**config.mk**
```make
export PLATFORM = sky130hd
export DESIGN_NAME = ctc_param_flat
export DESIGN_NICKNAME = d
export VERILOG_FILES = /design/src/rtl/ctc_param_if.sv /design/src/rtl/ctc_param.sv /design/src/flat_wrapper.sv
export SDC_FILE = /design/constraint.sdc
export NUM_CORES = 1
export LEC_CHECK = 0
export ABC_AREA = 1
export CAP_MARGIN = 20
export CORE_MARGIN = 4
export CORE_UTILIZATION = 50
export CTS_CLUSTER_SIZE = 12
export DETAILED_ROUTE_END_ITERATION = 16
export GPL_ROUTABILITY_DRIVEN = 0
export GPL_TIMING_DRIVEN = 1
export PLACE_DENSITY = 0.71
export SYNTH_ARGS = -nofsm -noshare
export SYNTH_HDL_FRONTEND = slang
export SYNTH_SLANG_ARGS = --single-unit
export TNS_END_PERCENT = 20
```
**constraint.sdc**
```tcl
create_clock -name cph2 -period 2.8 [get_ports cph2]
set_input_delay 0.84 -clock cph2 [delete_from_list [all_inputs] [get_ports cph2]]
set_output_delay 0.84 -clock cph2 [all_outputs]
set_load 0.1 [all_outputs]
```
**src/rtl/ctc_param_if.sv**
```systemverilog
// Serial instruction input, key matrix and status outputs of the ctc_param block.
interface ctc_param_if #(
  parameter int KR_W = 8,
  parameter int KC_W = 5
);
  logic            is;
  logic [KC_W-1:0] kc;
  logic            sync;
  logic            ws;
  logic [KR_W-1:0] kr;
  logic [3:0]      ptr;
  logic            kflag;
  logic [7:0]      kcode;

  modport master (
    output is, kc,
    input  sync, ws, kr, ptr, kflag, kcode
  );

  modport slave (
    input  is, kc,
    output sync, ws, kr, ptr, kflag, kcode
  );
endinterface

```
**src/rtl/ctc_param.sv**
```systemverilog
// Control and timing block: word timing, serial instruction decode, pointer, ws gate, key scan.
// Define CTC_KEY_DEBOUNCE_EN to require the same key candidate in two consecutive words.
module ctc_param #(
  parameter int NDIGIT = 14,
  parameter int KR_W   = 8,
  parameter int KC_W   = 5
) (
  input  logic        cph2,
  input  logic        pon,
  ctc_param_if.slave  bus
);

  localparam int       W     = 4 * NDIGIT;
  localparam logic [5:0] LAST  = 6'(W - 1);
  localparam logic [5:0] SYNC0 = 6'(W - 10);
  localparam logic [3:0] PMAX  = 4'(NDIGIT - 1);
  localparam logic [3:0] RLAST = 4'(KR_W - 1);

  typedef enum logic [1:0] {
    WS_OFF,
    WS_P,
    WS_WP,
    WS_WORD
  } ws_mode_t;

  logic [5:0]      cnt;
  logic            sync_r;
  logic [8:0]      sbuf;
  logic [9:0]      ir;
  ws_mode_t        mode;
  logic [3:0]      ptr;
  logic [3:0]      row;
  logic [KR_W-1:0] kr;
  logic            kflag;
  logic [7:0]      kcode;
  logic            lockout;
  logic            cand_v;
  logic [7:0]      cand;

  logic            wend;
  logic            hit;
  logic [3:0]      col;
  logic            take;
  logic            word_v;
  logic [7:0]      word_c;
  logic [9:0]      ir_next;
  logic            op_clear;
  logic            kflag_eff;
  logic            qualified;
  logic            key_evt;
  logic [3:0]      ptr_next;
  logic            ws_c;

  function automatic ws_mode_t decode_mode(input logic [9:0] v);
    ws_mode_t m;
    m = WS_OFF;
    if (v[1:0] == 2'b10) begin
      case (v[4:2])
        3'b000:  m = WS_P;
        3'b001:  m = WS_WP;
        3'b111:  m = WS_WORD;
        default: m = WS_OFF;
      endcase
    end
    return m;
  endfunction

  always_comb begin
    col = '0;
    for (int unsigned i = KC_W; i > 0; i--) begin
      if (bus.kc[i-1]) col = 4'(i - 1);
    end
  end

  // The sample taken on the word-end edge still belongs to the word being closed.
  always_comb begin
    wend      = (cnt == LAST);
    hit       = |bus.kc;
    take      = hit && (!cand_v || (row < cand[3:0]));
    word_v    = cand_v || hit;
    word_c    = take ? {col, row} : cand;
    ir_next   = {bus.is, sbuf};
    op_clear  = (ir == '0);
    kflag_eff = kflag && !op_clear;
    key_evt   = word_v && qualified && !kflag_eff && !lockout;
  end

  always_comb begin
    ptr_next = ptr;
    if (ir[1:0] == 2'b00) begin
      case (ir[3:2])
        2'b11:   ptr_next = (ir[9:6] > PMAX) ? PMAX : ir[9:6];
        2'b01:   ptr_next = (ptr == PMAX) ? '0 : ptr + 4'd1;
        2'b10:   ptr_next = (ptr == '0) ? PMAX : ptr - 4'd1;
        default: ptr_next = ptr;
      endcase
    end
  end

`ifdef CTC_KEY_DEBOUNCE_EN
  logic       deb_v;
  logic [7:0] deb;

  assign qualified = deb_v && (deb == word_c);

  always_ff @(posedge cph2 or posedge pon) begin
    if (pon) begin
      deb_v <= 1'b0;
      deb   <= '0;
    end else if (wend) begin
      deb_v <= word_v;
      deb   <= word_c;
    end
  end
`else
  assign qualified = 1'b1;
`endif

  always_ff @(posedge cph2 or posedge pon) begin
    if (pon) begin
      cnt     <= '0;
      sync_r  <= 1'b0;
      sbuf    <= '0;
      ir      <= '0;
      mode    <= WS_OFF;
      ptr     <= '0;
      row     <= '0;
      kr      <= {{(KR_W-1){1'b0}}, 1'b1};
      kflag   <= 1'b0;
      kcode   <= '0;
      lockout <= 1'b0;
      cand_v  <= 1'b0;
      cand    <= '0;
    end else begin
      cnt    <= wend ? '0 : cnt + 6'd1;
      sync_r <= !wend && ((cnt + 6'd1) >= SYNC0);
      if (sync_r) sbuf <= ir_next[9:1];

      if (wend || (row == RLAST)) begin
        row <= '0;
        kr  <= {{(KR_W-1){1'b0}}, 1'b1};
      end else begin
        row <= row + 4'd1;
        kr  <= {kr[KR_W-2:0], 1'b0};
      end

      if (wend) begin
        ir      <= ir_next;
        mode    <= decode_mode(ir_next);
        ptr     <= ptr_next;
        kflag   <= kflag_eff || key_evt;
        if (key_evt) kcode <= word_c;
        lockout <= word_v && (lockout || key_evt);
        cand_v  <= 1'b0;
      end else if (take) begin
        cand_v <= 1'b1;
        cand   <= {col, row};
      end
    end
  end

  always_comb begin
    case (mode)
      WS_P:    ws_c = (cnt[5:2] == ptr);
      WS_WP:   ws_c = (cnt[5:2] <= ptr);
      WS_WORD: ws_c = 1'b1;
      default: ws_c = 1'b0;
    endcase
  end

  assign bus.ws    = ws_c;
  assign bus.sync  = sync_r;
  assign bus.kr    = kr;
  assign bus.ptr   = ptr;
  assign bus.kflag = kflag;
  assign bus.kcode = kcode;

endmodule
```
**src/flat_wrapper.sv**
```systemverilog
// flat-port wrapper written by rule: the top's interface ports become plain ports
module ctc_param_flat 
#(
  parameter int NDIGIT = 14,
  parameter int KR_W   = 8,
  parameter int KC_W   = 5
)
  (cph2, pon, bus_is, bus_kc, bus_sync, bus_ws, bus_kr, bus_ptr, bus_kflag, bus_kcode);
  ctc_param_if #(.KR_W(KR_W), .KC_W(KC_W)) bus_i ();
  input  logic cph2;
  input  logic pon;
  input wire logic [$bits(bus_i.is)-1:0] bus_is;
  input wire logic [$bits(bus_i.kc)-1:0] bus_kc;
  output wire logic [$bits(bus_i.sync)-1:0] bus_sync;
  output wire logic [$bits(bus_i.ws)-1:0] bus_ws;
  output wire logic [$bits(bus_i.kr)-1:0] bus_kr;
  output wire logic [$bits(bus_i.ptr)-1:0] bus_ptr;
  output wire logic [$bits(bus_i.kflag)-1:0] bus_kflag;
  output wire logic [$bits(bus_i.kcode)-1:0] bus_kcode;
  assign bus_i.is = bus_is;
  assign bus_i.kc = bus_kc;
  assign bus_sync = bus_i.sync;
  assign bus_ws = bus_i.ws;
  assign bus_kr = bus_i.kr;
  assign bus_ptr = bus_i.ptr;
  assign bus_kflag = bus_i.kflag;
  assign bus_kcode = bus_i.kcode;
  ctc_param #(.NDIGIT(NDIGIT), .KR_W(KR_W), .KC_W(KC_W)) u_core (.cph2(cph2), .pon(pon), .bus(bus_i));
endmodule
```
Yosys cells after proc, flatten, opt, wreduce, memory -nomap -nowiden --
Cells that the tools add are included.
Operators by class: $add $sub $neg 4, $lt $le $gt $ge 4, equal/unequal tests 13, mux-type cells 18, reduce and logical (&&, ||, !) cells 25
Operators with widths (count):
- 4-bit two-way mux | 8
- 8-bit two-way mux | 2
- 4-bit one-hot mux with 3 select lines | 1
- 2-bit equality test (second input constant) | 5
- 10-bit zero test | 1
- 4-bit by 1-bit adder with 4-bit output (second input constant) | 2
- 6-bit by 1-bit adder with 6-bit output (second input constant) | 1
- 6-bit equality test (second input constant) | 1
- 6-bit greater-or-equal comparator (second input constant) | 1
- 1-bit logical AND | 6
- 6-bit two-way mux | 1
- 2-bit one-hot mux with 3 select lines | 1
- 1-bit zero test | 5
- 1-bit logical OR | 5
- 5-bit OR reduction | 1
- 2-bit by 1-bit equality test with 1-bit output (second input constant) | 2
- 4-bit by 3-bit equality test with 1-bit output (second input constant) | 1
- 4-bit equality test | 1
- 4-bit equality test (second input constant) | 1
- 4-bit greater-than comparator (second input constant) | 1
- 4-bit <= comparator | 1
- 4-bit zero test | 1
- 4-bit less-than comparator | 1
- 4-bit by 1-bit subtractor with 4-bit output (second input constant) | 1
- 12 further kinds | 13
Storage, ports and cells: register bits 63

Logic depth before layout (Yosys ltp) --
depth in word-level cells 8, mapped depth 12, gate-level depth less buffers 12

Least setup slack after synthesis --
Ideal clock, no wire load.
path kind reg-to-output, start register u_core.ptr[1], in the netlist u_core.bus.ptr[1], end output port bus_ws, arrival 3268 ps, slack -1308 ps, stages on the path, launching flop included 8, cell sequence dfrtp_1 inv_1 ha_1 inv_1 nor2_1 o21ai_0 a21oi_1 a21oi_1
Between the ends: word-level cells in the longest chain between the ends 2, elaborated cells between the ends (all ways) 3, those cells by class 1 x order compare; 1 x eq/ne; 1 x mux
Ends and longest elaborated chain:
- start, declared | RTL line ctc_param.sv:31 | logic [3:0] ptr;
- start signal, assigned | RTL line ctc_param.sv:150 | ptr <= ptr_next;
- 4-bit <= comparator / 4-bit equality test (equally long branches) | RTL line ctc_param.sv:165, ctc_param.sv:164
- 1-bit one-hot mux with 3 select lines (*) | RTL line ctc_param.sv:163 | case (mode)
- end, declared | RTL line flat_wrapper.sv:15 | output wire logic [$bits(bus_i.ws)-1:0] bus_ws;
Every way passes the cells marked *; elsewhere a longest branch is shown, timed or not.

Final worst setup path --
start register u_core.cnt[3], end output port bus_ws
Between the ends: word-level cells in the longest chain between the ends 2, elaborated cells between the ends (all ways) 3, those cells by class 1 x order compare; 1 x eq/ne; 1 x mux
Ends and longest elaborated chain:
- start, declared | RTL line ctc_param.sv:26 | logic [5:0] cnt;
- start signal, assigned | RTL line ctc_param.sv:135 | cnt <= wend ? '0 : cnt + 6'd1;
- 4-bit <= comparator / 4-bit equality test (equally long branches) | RTL line ctc_param.sv:165, ctc_param.sv:164
- 1-bit one-hot mux with 3 select lines (*) | RTL line ctc_param.sv:163
Marks and branches as above.

==> flow_summary.ini <==
[outcome]
status = complete, no violations

[place]
dp_slack_ns = 0.352
hpwl_um = 4410
numPortBuffers = 30

[drt]
routed-via-count = 2367
viasPerCell = 4.95
drc = 0
routed_wl_um = 6040
wl_per_cell_um = 12.6
drtIter0Drc = 126
ant_nets = 0
dr.pass1.iters = 5

[clock_network]
cts_resized = 0
clock_path_buffers = 2
cts_hold_buf = 0
clock-root-buffer = clkbuf_8
clock-sinks = 63
post_cts_buffers = 0
cts_tree = done
cts_inserted_buffers = 9
clk_latency_ns = 0.34
cts.clk_slew.worst_paths_ns = 0.07
htree_levels = 3

[power]
power_leakage_nw = 1.91
p_per_area_nw_per_um2 = 583
fin_total_pwr_mw = 2.16
peakVddDrop_v = 0.000325

[logic_synthesis]
synthesis.area_um2 = 3070
ys_types = 29
yosys_register_bits = 63
yosys_warnings = 0
syn_inst = 363
ys_seq_area_share_pct = 51.4
synth_flop_cell = dfrtp_1
syn_area_per_cell_um2 = 8.46
synth-edff-count = 0
synthArstFlopShare_pct = 100
synth_nets = 387

[final_layout]
fill_cells = 512
area_growth_pct = 20.5
mostFrequentLayoutCells = nand2_1, dfrtp_1, inv_1
n_antenna_cell = 0
final_layout_size_suffix_gt1_share_pct = 15.6
final_common_cell = nand2_1
final_nets = 422

[timing]
finalSetupViolCount = 0
tightestPinTransition_ns = 0.471
drv_slew = 0
skew_ns = 0.00604
finalCriticalPeriod_ns = 2.72
worst_slack_ns = 0.0770
post-route-period-util_pct = 97.2
final-hold-violation-count = 0
relSlewSlack_pct = 68.6
max_clock_freq_mhz = 367

[global_routing]
grt_usage_pct = 18.3
antenna_found_initial = 0
grt_overflow = 0
grt_pass1_wl_um = 10600
grt_start_max_net_pins = 43
grt_pass1_vias = 2348

[setup_path]
rrSetupSlack_ns = 0.82
startpoint_type = flop
reg2reg_to = u_core.cand[6]$_DFFE_PP0N_
reg2regPathDepth = 9
end_kind = output pin
cp.required_ns = 1.96
crit_fanout = 4
critPathKind = reg -> out
crit_arrival_ns = 1.88
rr_startpoint = u_core.row[3]$_DFF_PP0_

[run]
drv_cap = 0

[hold_path]
hp-start = u_core.bus.kr[0]$_DFF_PP1_
worstHoldPathCells = 2
min_path_type = reg -> reg
holdPathEnd = u_core.bus.kr[1]$_DFF_PP0_

[floorplanning]
ios = 31
core_area_um2 = 5960
initial_core_util_pct = 51.6
dieWidth_um = 86.4
floorplan.die_area_um2 = 7460
num_rows = 28
die_y_um = 86.4
where the power goes:
group / leakage, nW / total, mW / internal [mW] / switching (mW)
Sequential: 0.806 / 0.951 / 0.940 / 0.0108
Combinational: 0.985 / 0.244 / 0.0751 / 0.169
Clock: 0.120 / 0.962 / 0.594 / 0.368
Total: 1.91 / 2.16 / 1.61 / 0.548
through the flow:
step | TNS, ns | utilization [%] | instance area (um^2) | hold slack (ns) | std cells
after CTS | 0 | 62.0 | 3690 | 0.485 | 478
after floorplan | 0 | - | 3110 | 0.449 | 363
final | 0 | 62.1 | 3700 | 0.479 | 478
after detailed placement | 0 | 57.9 | 3450 | 0.471 | 462
after global placement | 0 | 57.9 | 3450 | 0.462 | 462
after global routing | -0.0325 | 62.1 | 3700 | 0.494 | 478
Yosys cell counts, types with 2 or more instances:
| master | number | area share (%) |
|---|---|---|
| o211ai_1 | 3 | 0.73 |
| nand3b_1 | 5 | 1.2 |
| nand2_1 | 82 | 10 |
| xor2_1 | 4 | 1.1 |
| nand4_1 | 5 | 1.0 |
| dfrtp_1 | 62 | 51 |
| clkbuf_1 | 2 | 0.24 |
| ha_1 | 16 | 6.5 |
| o21ai_0 | 30 | 4.9 |
| buf_2 | 5 | 0.81 |
| inv_1 | 59 | 7.2 |
| o21ai_1 | 8 | 1.3 |
| a21oi_1 | 13 | 2.1 |
| inv_2 | 3 | 0.37 |
| nor2_1 | 30 | 3.7 |
| nand3_1 | 23 | 3.7 |
worst max-delay path: stages, from the launching register on:
cell     delay [ns]
dfrtp_1        0.50
ha_4           0.25
inv_1          0.05
nor2_1         0.03
o21ai_0        0.22
a21oi_2        0.12
a21oi_4        0.18
buf_12         0.19
registers in the layout (all words and copies together), names as in the netlist, 2 cells and up:
| name | cells |
|---|---|
| u_core.ir | 10 |
| u_core.sbuf | 9 |
| u_core.bus.kcode | 8 |
| u_core.bus.kr | 8 |
| u_core.cand | 8 |
| u_core.cnt | 6 |
| u_core.bus.ptr | 4 |
| u_core.row | 4 |
| u_core.mode | 2 |
cell type report:
type	count	area [um^2]	share of cell area, %
clock buffers	9	124	3.35
clock inverters	7	120	3.25
inverters	62	235	6.36
multi-input cells	230	1260	34.1
flip-flops and latches	63	1580	42.8
well taps	75	93.8	2.54
repair buffers	32	283	7.64
routing by layer:
| layer | track usage, % | wire length (um) | up-vias |
|---|---|---|---|
| met4 | 7.79 | 101 | 0 |
| met5 | 0 | 0 | - |
| met3 | 5.61 | 257 | 9 |
| met1 | 25.6 | 3040 | 1093 |
| li1 | - | - | 1225 |
| met2 | 26.4 | 2640 | 40 |
cells by family (layout without fill, tap and decap cells):
family / after synthesis / after routing / share of synthesized area (%)
adder cells (fa/ha/maj): 16 / 16 / 6.52
buffers and inverters: 70 / 110 / 8.88
AND/OR/NAND/NOR: 150 / 150 / 21.6
AO/OA/AOI/OAI: 59 / 59 / 10.2
XOR/XNOR: 5 / 5 / 1.43
flip-flops: 63 / 63 / 51.4
worst max-delay path by stage:
| stage | startpoint | end | slack [ns] | cells after the start |
|---|---|---|---|---|
| after floorplan | u_core.bus.ptr[2]$_DFFE_PP0P_ | bus_ws | 0.001 | 7 |
| after global placement | bus_kc[0] | u_core.cand[6]$_DFFE_PP0N_ | 0.43 | 10 |
| after detailed placement | bus_kc[3] | u_core.bus.kcode[4]$_DFFE_PP0P_ | 0.35 | 9 |
| after CTS | u_core.cnt[3]$_DFF_PP0_ | bus_ws | 0.06 | 7 |
| after global routing | u_core.cnt[3]$_DFF_PP0_ | bus_ws | -0.03 | 7 |
| final | u_core.cnt[3]$_DFF_PP0_ | bus_ws | 0.08 | 7 |
Note: power is estimated with default switching activity, not from simulation.
